--- config.mk ---
export PLATFORM = sky130hd
export DESIGN_NAME = atomic_warp_serializer
export DESIGN_NICKNAME = d
export VERILOG_FILES = /design/src/rtl/atomic_warp_serializer.sv
export SDC_FILE = /design/constraint.sdc
export NUM_CORES = 1
export LEC_CHECK = 0
export CELL_PAD_IN_SITES_DETAIL_PLACEMENT = 0
export CELL_PAD_IN_SITES_GLOBAL_PLACEMENT = 1
export CORE_UTILIZATION = 37
export DETAILED_ROUTE_END_ITERATION = 7
export GPL_ROUTABILITY_DRIVEN = 0
export HOLD_SLACK_MARGIN = 0.15
export PLACE_DENSITY_LB_ADDON = 0.05
export SETUP_SLACK_MARGIN = 0.02
export SYNTH_ARGS = -nofsm -noshare
export SYNTH_HDL_FRONTEND = slang
export SYNTH_SLANG_ARGS = --single-unit
--- constraint.sdc ---
create_clock -name clk -period 18 [get_ports clk]
set_input_delay 2.7 -clock clk [delete_from_list [all_inputs] [get_ports clk]]
set_output_delay 2.7 -clock clk [all_outputs]
set_load 0.1 [all_outputs]
--- src/rtl/atomic_warp_serializer.sv ---
// rtl/atomic_warp_serializer.sv - warp atomic to single-lane RMW request serializer
// Optional: ATOMIC_COALESCE_EN merges same-address FETCH_ADD lanes into one request.
module atomic_warp_serializer #(
    parameter int LANES      = 4,
    parameter int ADDR_WIDTH = 8,
    parameter int DATA_WIDTH = 32
) (
    input  logic                        clk,
    input  logic                        rst,
    input  logic                        in_valid,
    output logic                        in_ready,
    input  logic [1:0]                  in_op,
    input  logic [LANES-1:0]            in_mask,
    input  logic [LANES*ADDR_WIDTH-1:0] in_addr,
    input  logic [LANES*DATA_WIDTH-1:0] in_data,
    input  logic [LANES*DATA_WIDTH-1:0] in_cmp,
    output logic                        rmw_req_valid,
    input  logic                        rmw_req_ready,
    output logic [ADDR_WIDTH-1:0]       rmw_req_addr,
    output logic [1:0]                  rmw_req_op,
    output logic [DATA_WIDTH-1:0]       rmw_req_data,
    output logic [DATA_WIDTH-1:0]       rmw_req_cmp,
    input  logic                        rmw_resp_valid,
    input  logic [DATA_WIDTH-1:0]       rmw_resp_data,
    output logic                        out_valid,
    input  logic                        out_ready,
    output logic [LANES-1:0]            out_mask,
    output logic [LANES*DATA_WIDTH-1:0] out_data
);
    localparam int SW = (LANES > 1) ? $clog2(LANES) : 1;

    typedef enum logic [1:0] {IDLE, ISSUE, WAIT, RESP} state_t;
    state_t state, state_next;

    logic [1:0]                  op_r;
    logic [LANES-1:0]            mask_r, pending, issued, group;
    logic [LANES*ADDR_WIDTH-1:0] addr_r;
    logic [LANES*DATA_WIDTH-1:0] data_r, cmp_r, result, lane_resp;
    logic                        out_valid_r;
    logic [SW-1:0]               sel;
    logic [ADDR_WIDTH-1:0]       sel_addr;
    logic [DATA_WIDTH-1:0]       group_data;

    // Lowest pending lane goes first, giving reproducible ascending order.
    always_comb begin
        sel = '0;
        for (int i = LANES - 1; i >= 0; i--) begin
            if (pending[i]) sel = SW'(i);
        end
        sel_addr = addr_r[int'(sel)*ADDR_WIDTH +: ADDR_WIDTH];
    end

`ifdef ATOMIC_COALESCE_EN
    logic [DATA_WIDTH-1:0] acc;

    always_comb begin
        group      = '0;
        group_data = '0;
        for (int i = 0; i < LANES; i++) begin
            if (pending[i] && (SW'(i) == sel ||
                (op_r == 2'd1 && addr_r[i*ADDR_WIDTH +: ADDR_WIDTH] == sel_addr))) begin
                group[i]   = 1'b1;
                group_data = group_data + data_r[i*DATA_WIDTH +: DATA_WIDTH];
            end
        end
    end

    // Each merged lane sees the old value plus the addends of lower merged lanes.
    always_comb begin
        acc       = '0;
        lane_resp = '0;
        for (int i = 0; i < LANES; i++) begin
            lane_resp[i*DATA_WIDTH +: DATA_WIDTH] = rmw_resp_data + acc;
            if (issued[i]) acc = acc + data_r[i*DATA_WIDTH +: DATA_WIDTH];
        end
    end
`else
    always_comb begin
        group      = '0;
        group[sel] = 1'b1;
        group_data = data_r[int'(sel)*DATA_WIDTH +: DATA_WIDTH];
    end

    assign lane_resp = {LANES{rmw_resp_data}};
`endif

    always_ff @(posedge clk or posedge rst) begin
        if (rst) state <= IDLE;
        else     state <= state_next;
    end

    always_comb begin
        state_next = state;
        case (state)
            IDLE: begin
                if (in_valid) begin
                    if ((in_op == 2'd1 || in_op == 2'd2) && |in_mask) state_next = ISSUE;
                    else                                              state_next = RESP;
                end
            end
            ISSUE: if (rmw_req_ready) state_next = WAIT;
            WAIT: begin
                if (rmw_resp_valid) begin
                    if (|(pending & ~issued)) state_next = ISSUE;
                    else                      state_next = RESP;
                end
            end
            RESP: if (out_valid_r && out_ready) state_next = IDLE;
            default: state_next = IDLE;
        endcase
    end

    always_ff @(posedge clk or posedge rst) begin
        if (rst) begin
            op_r        <= '0;
            mask_r      <= '0;
            pending     <= '0;
            issued      <= '0;
            addr_r      <= '0;
            data_r      <= '0;
            cmp_r       <= '0;
            result      <= '0;
            out_valid_r <= 1'b0;
        end else begin
            case (state)
                IDLE: begin
                    if (in_valid) begin
                        op_r    <= in_op;
                        mask_r  <= in_mask;
                        pending <= in_mask;
                        addr_r  <= in_addr;
                        data_r  <= in_data;
                        cmp_r   <= in_cmp;
                        result  <= '0;
                    end
                end
                ISSUE: if (rmw_req_ready) issued <= group;
                WAIT: begin
                    if (rmw_resp_valid) begin
                        for (int i = 0; i < LANES; i++) begin
                            if (issued[i])
                                result[i*DATA_WIDTH +: DATA_WIDTH] <= lane_resp[i*DATA_WIDTH +: DATA_WIDTH];
                        end
                        pending <= pending & ~issued;
                    end
                end
                RESP: out_valid_r <= !(out_valid_r && out_ready);
                default: ;
            endcase
        end
    end

    assign in_ready      = (state == IDLE);
    assign rmw_req_valid = (state == ISSUE);
    assign rmw_req_addr  = (state == ISSUE) ? sel_addr : '0;
    assign rmw_req_op    = (state == ISSUE) ? op_r : 2'd0;
    assign rmw_req_data  = (state == ISSUE) ? group_data : '0;
    assign rmw_req_cmp   = (state == ISSUE) ? cmp_r[int'(sel)*DATA_WIDTH +: DATA_WIDTH] : '0;
    assign out_valid     = out_valid_r;
    assign out_mask      = mask_r;
    assign out_data      = result;
endmodule
==> run summary <==
The synthesized design devotes to its leading area cell type 58.5% of total area. Horizontal die dimension: 226 um. Final number of hold-violating endpoints: 0. Detailed-placement wirelength estimate: 41,000 um.

The highest layer touched by signal routing is met5. By area the synthesized netlist is led by sky130_fd_sc_hd__dfrtp_1 59%, sky130_fd_sc_hd__mux2_2 18%, sky130_fd_sc_hd__o21ai_0 5.2%. Buffers inserted during clock tree synthesis total 49. The analysis attributes to net switching a power of 2.86 mW. The final worst-path cycle share came out at 39.7%. The mean routed wirelength per cell came out at 22.4 um.

The kind of cell adding the most delay to the critical path is buffers and inverters. From bottom edge to top edge, the die measures 226 um. The number of different library cells used by synthesis comes to 34. By count the netlist is led by 433 x sky130_fd_sc_hd__dfrtp_1, 296 x sky130_fd_sc_hd__mux2_2, 192 x sky130_fd_sc_hd__o21ai_0, 165 x sky130_fd_sc_hd__nand2_1, 68 x sky130_fd_sc_hd__a22oi_1. In this run the register-to-register setup slack is 14,050 ps.

The share of cells above drive strength 1 came out at 20.3%. Global routing finished with a remaining overflow of 0. The floorplan has 81 rows. Wire segments on met3 add up to 4800 um in the final route. TritonCTS built the clock tree. Hold repair after CTS inserted 0 buffers.

Across all hold checks on the routed design, the worst slack comes to 476 ps. The post-layout net count is 2,308, and the non-filler instance count after layout is 2,704. The count of flip-flops with a built-in enable after synthesis is 0, and the post-route setup TNS is 0 ps. Setup violations remaining at the end of the flow were counted as 0.

Net switching is 48.6% of the power. The number of antenna violations at the first check in global routing is 38, and the clock latency reported for the late side of the worst-skew pair is 580 ps. The logs give 29,100 um for the wire length on met2 and 4450 ps for the data arrival time at the worst-slack endpoint.

For the number of clock sinks, the log shows 433. Among all cell types in the netlist, the one instantiated most often is sky130_fd_sc_hd__dfrtp_1. Dividing the detail-routed via count by the number of cells gives 5.21. The via count of the first global-routing pass is 14,400. The overall routed net length is 60,500 um. The synthesized area per cell is 12.4 sq um, and the transition time at the pin with the least slew margin is 1160 ps. Between clock sinks in the finished design, the worst skew comes to 16.6 ps. The die covers 50,900 sq um. The critical-path cell with the highest stage delay was sky130_fd_sc_hd__clkdlybuf4s50_1. The number of setup buffers added after CTS is 0. Headroom to the max-slew limit came out at 22.4%. In this run the tool buffered the top-level ports with 540 buffer cells.

For this design the static power due to leakage is 10.5 nW. After the first detailed-routing iteration, the DRC count stood at 773. The worst setup path is launched from a flop. The count of cells resized by post-cts repair came out at 0. The pin count of the biggest net entering global routing was 122; the clock period minus final worst setup slack was 7150 ps.

Setup repair after global routing left no endpoint under its margin. After detailed routing, the number of remaining DRC violations is 0. For the worst-case clock buffer depth, the log shows 3. The Yosys warning count came out at 0. Combinational logic is responsible for 52.6% of the overall power. The critical hold path startpoint is out_data[82]. The predominant post-synthesis flop cell is sky130_fd_sc_hd__dfrtp_1. The critical path in this run is classified as reg -> out. The run gives 0.120 mV as the worst IR drop on VDD. Cell internal power was estimated by the tool at 3.03 mW. In this run, synthesis produced a sequential element count of 433.

Summed over all instances, the cell type with the most area after synthesis is sky130_fd_sc_hd__dfrtp_1. After floorplanning, the core was sized to cover 49,200 sq um. The completed layout was analyzed and its total power is 5.89 mW.

The clock tree synthesis step divided the H-tree into 2 levels. The top-level I/O count was 541. The share of total power dissipated in sequential elements is 29.9%. The synthesized netlist occupies a cell area of 18,500 sq um.

The tool flagged a number of max-cap violations equal to 0. The area growth from synthesis to layout was 40.1%. STA classifies the critical path endpoint as an output pin. The total number of vias was 14,100.

The signal on the critical path passes through inv_2 -> buf_4 -> a32oi_1 -> or2_2 -> a21oi_1 -> clkdlybuf4s50_1. The classification of the worst-slack hold path is reg -> reg. For the aggregate global-route resource usage, the log shows 23.6%. The critical path starts at pending[0].

After clock tree synthesis, the clock-pin slew on the worst setup and hold paths is 60 ps. For the max-slew violation total from the final report, the log shows 0. On the worst path, the slowest cell contributes a delay of 1240 ps. In this run the critical register-to-register path is launched from state[0]. The length of the first detailed-routing pass in iterations was 6; the highest net fanout along the worst path was 79.

The power density over cell area was 227 nW/um^2. Share of flip-flops with an asynchronous set or reset: 100%. The tools report the required time of the worst setup path as 15,300 ps. Clock tree synthesis selected as its root buffer the cell sky130_fd_sc_hd__clkbuf_16. Summing all placed instances gives a cell area of 24,200 sq um. The detailed router put a total of 24,500 um of wire on met1. The synthesized instance count came out at 1,489. The flow ran to the end, and the final reports show no timing, DRC or antenna violations. The cell count after placement is 2,589. For this run, the top clock speed supported by timing is 0.140 GHz.

The number of antenna-violating nets in the routed design was 0. The initial utilization of the core area, before any placement, comes to 37.7%. The post-synthesis sequential area ratio was 58.5%; the number of buffers and inverters on the critical path was 3. After routing the design area is 25,900 sq um.

The first global-routing pass estimated 90,500 um of wire. The share of total power dissipated in the clock network is 17.5%. The number of nets handed over by synthesis was 1,821.
worst register-to-register path, stage by stage (launching register included):
cell,delay [ps]
sky130_fd_sc_hd__dfrtp_1,560
sky130_fd_sc_hd__nor2b_1,260
sky130_fd_sc_hd__nor2b_4,830
sky130_fd_sc_hd__buf_4,810
sky130_fd_sc_hd__buf_4,900
sky130_fd_sc_hd__mux2_2,460
kinds of logic (layout without fill, tap and decap cells):
group | count (synthesis) | count (layout) | synth area share [%]
AO/OA/AOI/OAI | 425 | 425 | 14.7
XOR/XNOR | 1 | 1 | 0.0473
AND/OR/NAND/NOR | 204 | 204 | 4.59
buffers and inverters | 130 | 654 | 4.10
other | 0 | 27 | 0
multiplexers | 296 | 296 | 18.0
flip-flops | 433 | 433 | 58.5
registers in the layout, indices dropped and copies added (netlist names):
name,count
cmp_r,128
data_r,128
out_data,128
addr_r,32
issued,4
out_mask,4
pending,4
op_r,2
state,2
out_valid,1
cells in the final DEF, fill, tap and decap left out, types with 2 or more instances in the layout:
cell type,count
sky130_fd_sc_hd__a31oi_1,2
sky130_fd_sc_hd__a221o_1,60
sky130_fd_sc_hd__and3_1,4
sky130_fd_sc_hd__or2_2,4
sky130_fd_sc_hd__diode_2,27
sky130_fd_sc_hd__nand2b_1,2
sky130_fd_sc_hd__nand2_1,165
sky130_fd_sc_hd__a21oi_1,67
sky130_fd_sc_hd__inv_1,4
sky130_fd_sc_hd__clkbuf_1,13
sky130_fd_sc_hd__clkbuf_8,13
sky130_fd_sc_hd__clkbuf_16,51
sky130_fd_sc_hd__nor2b_4,2
sky130_fd_sc_hd__clkinv_2,6
sky130_fd_sc_hd__dfrtp_4,2
sky130_fd_sc_hd__o21a_1,8
sky130_fd_sc_hd__buf_4,20
sky130_fd_sc_hd__nor2b_1,4
sky130_fd_sc_hd__a21o_2,4
sky130_fd_sc_hd__a32oi_1,4
sky130_fd_sc_hd__a222oi_1,8
sky130_fd_sc_hd__dfrtp_1,431
sky130_fd_sc_hd__a22o_1,4
sky130_fd_sc_hd__a22oi_1,68
sky130_fd_sc_hd__clkdlybuf4s50_1,540
sky130_fd_sc_hd__nor2_1,12
sky130_fd_sc_hd__and2_1,3
sky130_fd_sc_hd__a221oi_1,5
sky130_fd_sc_hd__bufinv_16,4
sky130_fd_sc_hd__mux2_2,296
sky130_fd_sc_hd__nand3_1,4
sky130_fd_sc_hd__o21ai_0,192
layout make-up:
class / instances / area (sq um)
Inverter: 6 / 30.0
Multi-Input combinational cell: 926 / 6960
Sequential cell: 433 / 10800
Clock inverter: 11 / 159
Timing Repair Buffer: 560 / 5560
Antenna cell: 27 / 67.6
Fill cell: 4331 / 23200
Clock buffer: 77 / 1500
Tap cell: 664 / 831
per-layer routing:
metal | track usage (%) | vias up
met4 | 11.3 | 22
met1 | 29.0 | 7054
li1 | - | 6435
met5 | 0 | -
met2 | 37.5 | 458
met3 | 7.68 | 115
metrics by stage:
step,util [%],setup slack [ps]
final,52.8,10850
after global routing,52.7,10680
after CTS,52.6,10810
after detailed placement,49.3,11420
after global placement,49.3,11460
after floorplan,-,3240
worst paths after layout:
kind,end,depth (start not counted)
max reg2reg,cmp_r[4],5
min reg2reg,out_data[82],2
max,rmw_req_cmp[1],6
min,out_data[82],2
min in group asynchronous,out_data[35],2
max in group asynchronous,data_r[58],4
power groups by stage:
stage                     Sequential [mW]  Clock (mW)  Combinational, mW
after floorplan                      2.48           0               1.62
after global placement               1.76           0               3.10
after detailed placement             1.78           0               3.12
after CTS                            1.76        1.06               3.13
after global routing                 1.83        1.09               3.26
final                                1.76        1.03               3.10
No activity file was read; power rests on OpenSTA's default activity.
